$ cat src/rtl/reg_mask_encoder.sv
// reg_mask_encoder: drains a register mask as ascending register indices, one per handshake.
//   clk, rst            rising-edge clock, asynchronous active-high reset
//   in_valid/in_ready   mask handshake; in_mask is taken only when both are high
//   out_valid/out_ready index handshake; out_idx is the lowest pending bit, out_last marks the final one
//   done                one-cycle pulse after a mask is fully drained, including an empty mask
//   count               indices emitted for the current or most recent mask
module reg_mask_encoder #(
  parameter int WIDTH     = 32,
  parameter int SIZE      = 5,
  parameter int SKIP_ZERO = 1
) (
  input  logic             clk,
  input  logic             rst,
  input  logic             in_valid,
  output logic             in_ready,
  input  logic [WIDTH-1:0] in_mask,
  output logic             out_valid,
  input  logic             out_ready,
  output logic [SIZE-1:0]  out_idx,
  output logic             out_last,
  output logic             done,
  output logic [SIZE:0]    count
);
  typedef enum logic {IDLE, EMIT} state_t;
  state_t state, state_nx;
  logic [WIDTH-1:0] pending, eff, rest;
  logic accept, hs;
  // x0 is hardwired zero, so it is dropped before it can ever be emitted
  assign eff = SKIP_ZERO != 0 ? in_mask & ~WIDTH'(1) : in_mask;
  // pending with its lowest set bit cleared
  assign rest = pending & (pending - WIDTH'(1));
  assign in_ready = state == IDLE;
  assign out_valid = state == EMIT;
  assign accept = in_valid && in_ready;
  assign hs = out_valid && out_ready;
  assign out_last = |pending && ~|rest;
  always_comb begin
    out_idx = '0;
    for (int i = WIDTH - 1; i >= 0; i--)
      if (pending[i]) out_idx = SIZE'(i);
  end
  always_comb
    state_nx = state == IDLE ? (accept && |eff ? EMIT : IDLE) : (hs && out_last ? IDLE : EMIT);
  always_ff @(posedge clk or posedge rst)
    if (rst) state <= IDLE;
    else state <= state_nx;
  always_ff @(posedge clk or posedge rst)
    if (rst) begin
      pending <= '0;
      count <= '0;
      done <= 1'b0;
    end else begin
      if (accept) pending <= eff;
      else if (hs) pending <= rest;
      if (accept) count <= '0;
      else if (hs) count <= count + (SIZE+1)'(1);
      done <= (accept && ~|eff) || (hs && out_last);
    end
endmodule

$ cat config.mk
export PLATFORM = sky130hd
export DESIGN_NAME = reg_mask_encoder
export DESIGN_NICKNAME = d
export VERILOG_FILES = /design/src/rtl/reg_mask_encoder.sv
export SDC_FILE = /design/constraint.sdc
export NUM_CORES = 1
export LEC_CHECK = 0
export BUFFER_PORTS_ARGS = -buffer_cell sky130_fd_sc_hd__buf_2
export CORE_ASPECT_RATIO = 2
export CORE_MARGIN = 3
export CORE_UTILIZATION = 50
export DETAILED_ROUTE_END_ITERATION = 7
export MAX_ROUTING_LAYER = met4
export PLACE_DENSITY = 0.7
export SLEW_MARGIN = 15
export SYNTH_ARGS = -nofsm -noshare
export SYNTH_HDL_FRONTEND = slang
export SYNTH_SLANG_ARGS = --single-unit
$ cat constraint.sdc
create_clock -name clk -period 8.3 [get_ports clk]
set_input_delay 0.83 -clock clk [delete_from_list [all_inputs] [get_ports clk]]
set_output_delay 0.83 -clock clk [all_outputs]
set_load 0.005 [all_outputs]
==> summary.md, run 1 <==
| Metric | Value |
|---|---|
| Status | completed |
| Post-CTS setup repair buffer count | 0 |
| Top FF cell, synth | dfrtp_1 |
| Placement Rows | 36 |
| CP required | 7.47 ns |
| Cts hold-fix bufs | 0 |
| First-iteration detailed-routing DRC count | 115 |
| CTS H-tree depth | 2 |
| VDD IR max | 0.241 mV |
| Post_cts resized | 0 |
| Die X | 57.2 µm |
| Minimum clock period | 4.27 ns |
| Register area share after synthesis | 37.2% |
| Antenna viol nets, final | 0 |
| Worst-path clk slew | 0.09 ns |
| Fin Setup TNS | 0 ns |
| Worst Hold Class | register to register |
| Yosys top cell area share | 37.2% |
| Worst-Skew Late Latency | 0.30 ns |
| First-pass GRT wire length | 12300 µm |
| Post-synth EDFFs | 0 |
| Top cells by area, synth | dfrtp_1 (37%), nand2_1 (8.7%), o21ai_0 (7.6%) |
| Largest net degree at the start of global routing | 53 |
| Num CTS Buffers | 5 |
| Most frequent cells in the layout | nand2_1 (61), buf_2 (49), o21ai_0 (40) |
| Leakage | 1.33 nW |
| Cell accounting for the most synthesized area | dfrtp_1 |
| Clock tree buffer depth | 2 |
| Endpoints failing setup | 0 |
| Pwr Total | 1.14 mW |
| P per Cell Area | 391 mW/mm² |
| Yosys cell types | 54 |
| CP Class | register to output port |
| Clock Tree Root | clkbuf_8 |
| Final Util | 58.9% |
| Max incr delay on CP | 0.58 ns |
| Post-DP HPWL | 5700 µm |
| Mapped Cells | 327 |
| Total Routing Usage GR | 26.3% |
| Synth async-reset ratio | 100% |
| Worst-Margin Slew | 0.990 ns |
| # DRC | 0 |
| PortBufs | 49 |
| Reg2reg setup slack | 5.07 ns |
| Layout cell share with drive strength beyond 1 | 19.9% |
| Total gr overflow | 0 |
| Vias in the first global route | 2589 |
| Mapped cell area | 0.00263 mm² |
| Drt pass-1 iters | 5 |
| Startpoint Class | register |
| Vias per cell | 6.27 |
| Syn Nets | 364 |
| Final hold vios | 0 |
| Final clock skew | 0.0138 ns |
| Placeable Area | 0.00495 mm² |
| Routed wire length | 7480 µm |
| Highest Clock Rate | 234 MHz |
| Starting Density | 53.0% |
| Die Y | 108 µm |
| Via count | 2629 |
| CTS tree | done |
| Most common cell after layout, fill and taps aside | nand2_1 |
| Max Cap Viol | 0 |
| Antenna fix cells | 0 |
| Initial antenna violation count | 0 |
| Fillers | 506 |
| Max FO, Critical Path | 9 |
| CTS Sinks | 39 |
| Worst EP arrival | 3.44 ns |
| Final RePlAce weighted congestion | 0.918 |
| CP max stage cell | or4_4 |
| Avg WL per Cell | 17.8 µm |
| Area growth, synth to finish | 11.1% |
| Final Max Slew Viols | 0 |
| #FFs+latches synth | 39 |
| Top Ports | 51 |
| Yosys warns | 0 |
| Fin crit share | 51.5% |
| Worst Setup End Kind | output port |
| CP cell instances | nor3_1 -> nand2_2 -> or4_4 -> a21o_1 -> or4_1 -> nor4_2 -> buf_2 |
| Relative slew slack | 33.8% |
| Syn Area/Cell | 8.03 µm² |
| Unrepaired setup endpoints after global routing | no |
| Final-stage net count | 398 |
| Die area | 0.00621 mm² |
sequential cells by signal (all words and copies together), names as in the netlist:
register,flops
out_valid,1
done,1
count,6
pending,31
through the flow:
stage	std cells	setup WS [ns]	hold slack, ns	instance area (µm²)
2_1_floorplan	327	4.91	0.529	2630
3_3_place_gp	411	4.33	0.522	2820
3_5_place_dp	411	4.33	0.529	2820
4_1_cts	419	4.00	0.551	2920
5_1_grt	419	3.85	0.584	2920
6_report	419	4.03	0.543	2920
power breakdown:
part | internal (mW) | total, mW | leakage, nW | switching [mW]
sequential | 0.248 | 0.358 | 0.520 | 0.110
clock | 0.0678 | 0.137 | 0.0474 | 0.0691
combinational | 0.269 | 0.648 | 0.759 | 0.379
total | 0.584 | 1.14 | 1.33 | 0.559
synthesized netlist by cell type, drive strengths merged, types with 5 or more instances:
library cell,instances
buf,11
o21ai,41
o311ai,8
nor4,17
o41ai,6
clkbuf,12
or4,6
nor2,26
dfrtp,39
nand3,11
o31ai,6
inv,10
nand2,63
nor3,9
or3,5
a21oi,12
final timing paths:
kind | endpoint | depth (start not counted) | from
min | count[5] | 2 | count[5]
max | out_last | 7 | pending[5]
min reg2reg | count[5] | 2 | count[5]
min in group asynchronous | pending[3] | 3 | rst
max in group asynchronous | pending[13] | 3 | rst
max reg2reg | out_valid | 7 | pending[5]
cell families (layout without fill, tap and decap cells):
group	Yosys count	after routing	share of synthesized area (%)
AND/OR/NAND/NOR	150	150	29.3
AO/OA/AOI/OAI	97	97	23.9
flip-flops	39	39	37.2
buffers and inverters	33	68	6.67
XOR/XNOR	4	4	1.33
adder cells (fa/ha/maj)	3	3	1.24
multiplexers	1	1	0.381
final cells by class:
cell class | instances | area [µm²] | area share (%)
clock buffers | 6 | 82.6 | 2.83
inverters | 10 | 37.5 | 1.29
flip-flops and latches | 39 | 976 | 33.4
repair buffers | 50 | 253 | 8.66
clock inverters | 2 | 16.3 | 0.557
multi-input cells | 255 | 1480 | 50.8
well taps | 57 | 71.3 | 2.44
worst max-delay path, delay by kind of cell (launching register included):
family	cells	cell delay, ns
AOI/OAI and AO/OA	1	0.19
buffers and inverters	1	0.21
and+or+nand+nor	5	2.25
DFF	1	0.49
metal layers:
layer	vias up	wire (µm)	global-route usage [%]
li1	1268	-	-
met1	1250	2750	27.6
met2	83	4030	46.5
met3	28	291	2.87
met4	0	406	15.4
met5	-	0	-
Power figures use the tool's default switching activity.
==> run 2, diff against run 1 <==
==> constraint.sdc (replaced) <==
create_clock -name clk -period 4.45 [get_ports clk]
set_input_delay 0.445 -clock clk [delete_from_list [all_inputs] [get_ports clk]]
set_output_delay 0.445 -clock clk [all_outputs]
set_load 0.005 [all_outputs]
==> summary.md, run 2 (same netlist as run 1, synthesis figures left out) <==
| Metric | Value |
|---|---|
| Fin crit share | 87.9% |
| Placement Rows | 36 (unchanged) |
| Final Max Slew Viols | 0 (unchanged) |
| Num CTS Buffers | 5 (unchanged) |
| Worst-Margin Slew | 0.997 ns (was 0.990 ns) |
| Largest net degree at the start of global routing | 53 (unchanged) |
| Max Cap Viol | 0 (unchanged) |
| Most frequent cells in the layout | nand2_1 (61), buf_2 (49), o21ai_0 (40) (unchanged) |
| Total gr overflow | 0 (unchanged) |
| Final clock skew | 0.0128 ns (was 0.0138 ns) |
| Routed wire length | 7600 µm (was 7480 µm) |
| Cts hold-fix bufs | 0 (unchanged) |
| Register with the highest flop count | pending (unchanged) |
| Post_cts resized | 0 (unchanged) |
| Vias per cell | 6.29 (was 6.27) |
| First-pass GRT wire length | 12200 µm (was 12300 µm) |
| Antenna viol nets, final | 0 (unchanged) |
| Leakage | 1.33 nW (unchanged) |
| Total Routing Usage GR | 26.4% (was 26.3%) |
| Area growth, synth to finish | 11.1% (unchanged) |
| Worst Hold Class | input port to async pin (was register to register) |
| Post-DP HPWL | 5660 µm (was 5700 µm) |
| CP Class | register to output port (unchanged) |
| First-iteration detailed-routing DRC count | 169 (was 115) |
| VDD IR max | 0.442 mV (was 0.241 mV) |
| Antenna fix cells | 0 (unchanged) |
| Vias in the first global route | 2517 (was 2589) |
| Top flop regs | pending (31), count (6) (unchanged) |
| Final RePlAce weighted congestion | 0.946 (was 0.918) |
| Unrepaired setup endpoints after global routing | no (unchanged) |
| Worst-Skew Late Latency | 0.30 ns (about the same) |
| Post-CTS setup repair buffer count | 0 (unchanged) |
| Fin Setup TNS | 0 ns (unchanged) |
| Final-stage net count | 398 (unchanged) |
| CP required | 4.01 ns (was 7.47 ns) |
| Layout cell share with drive strength beyond 1 | 19.9% (unchanged) |
| Die X | 57.2 µm (unchanged) |
| Avg WL per Cell | 18.1 µm (was 17.8 µm) |
| CTS H-tree depth | 2 (unchanged) |
| Top Ports | 51 (unchanged) |
| Final hold vios | 0 (unchanged) |
| Drt pass-1 iters | 5 (unchanged) |
| Placeable Area | 0.00495 mm² (unchanged) |
| Startpoint Class | register (unchanged) |
| Status | completed (unchanged) |
| Pwr Total | 2.15 mW (was 1.14 mW) |
| Worst Setup End Kind | output port (unchanged) |
| Worst-path clk slew | 0.09 ns (about the same) |
| Relative slew slack | 33.4% (was 33.8%) |
| Worst EP arrival | 3.47 ns (was 3.44 ns) |
| Highest Clock Rate | 256 MHz |
| Minimum clock period | 3.91 ns |
| Most common cell after layout, fill and taps aside | nand2_1 (unchanged) |
| Clock Tree Root | clkbuf_8 (unchanged) |
| Initial antenna violation count | 0 (unchanged) |
| CTS tree | done (unchanged) |
| PortBufs | 49 (unchanged) |
| Clock tree buffer depth | 2 (unchanged) |
| Starting Density | 53.0% (unchanged) |
| Endpoints failing setup | 0 (unchanged) |
| P per Cell Area | 737 mW/mm² (was 391 mW/mm²) |
| CTS Sinks | 39 (unchanged) |
| # DRC | 0 (unchanged) |
| Max FO, Critical Path | 10 (was 9) |
| Die area | 0.00621 mm² (unchanged) |
| Largest register FFs | 31 (unchanged) |
| Via count | 2635 (was 2629) |
| Die Y | 108 µm (unchanged) |
-- run 2: cell counts in the layout (fill, tap and decap cells not counted) --
No cell type changed its count.
-- run 2: per-layer routing --
layer	routed length, µm	vias to the layer above	GRT usage (%)	part of all wire [%]
met3	315	29	3.58	4.1
met5	0	-	-	0
met4	357	0	15.1	4.7
met1	2800	1233	27.0	37
met2	4130	104	47.0	54
li1	-	1269	-	-
-- run 2: critical path, stage by stage (launching register included) --
cell     delay, ns
dfrtp_1       0.53
nor4_4        0.39
nand2_2       0.19
or4_4         0.58
a21o_1        0.19
or4_1         0.52
nor4_2        0.54
buf_2         0.21
-- run 2: report_power, final --
group          total (mW)  internal, mW  leakage [nW]  switching, mW
sequential          0.669         0.462         0.520          0.208
clock               0.260         0.127        0.0474          0.134
combinational        1.22         0.501         0.759          0.720
total                2.15          1.09          1.33           1.06
-- run 2: final cells by class --
class                           instances  area [µm²]
Fill cell                             501        2040
Multi-Input combinational cell        255        1480
Sequential cell                        39         976
Timing Repair Buffer                   50         253
Clock buffer                            6        82.6
Tap cell                               57        71.3
Inverter                               10        37.5
Clock inverter                          2        16.3
-- run 2: final timing paths --
kind	startpoint	to	slack, ns	cells after the start
worst max-delay path	pending[1]	out_last	0.54	7
worst min-delay path	rst	pending[1]	0.25	3
worst max register to register	pending[1]	out_valid	1.20	7
worst min register to register	count[5]	count[5]	0.55	2
max in group asynchronous	rst	pending[31]	3.84	3
min in group clk	in_mask[23]	pending[23]	0.35	3
-- run 2: through the flow --
| step | hold slack (ns) | worst slack (ns) | util (%) | instance area (µm²) | instances |
|---|---|---|---|---|---|
| final | 0.247 | 0.540 | 58.9 | 2920 | 419 |
| after global routing | 0.279 | 0.436 | 58.9 | 2920 | 419 |
| after CTS | 0.266 | 0.577 | 58.9 | 2920 | 419 |
| after detailed placement | 0.535 | 0.919 | 56.9 | 2820 | 411 |
| after global placement | 0.522 | 0.904 | 56.9 | 2820 | 411 |
| after floorplan | 0.529 | 1.45 | - | 2630 | 327 |
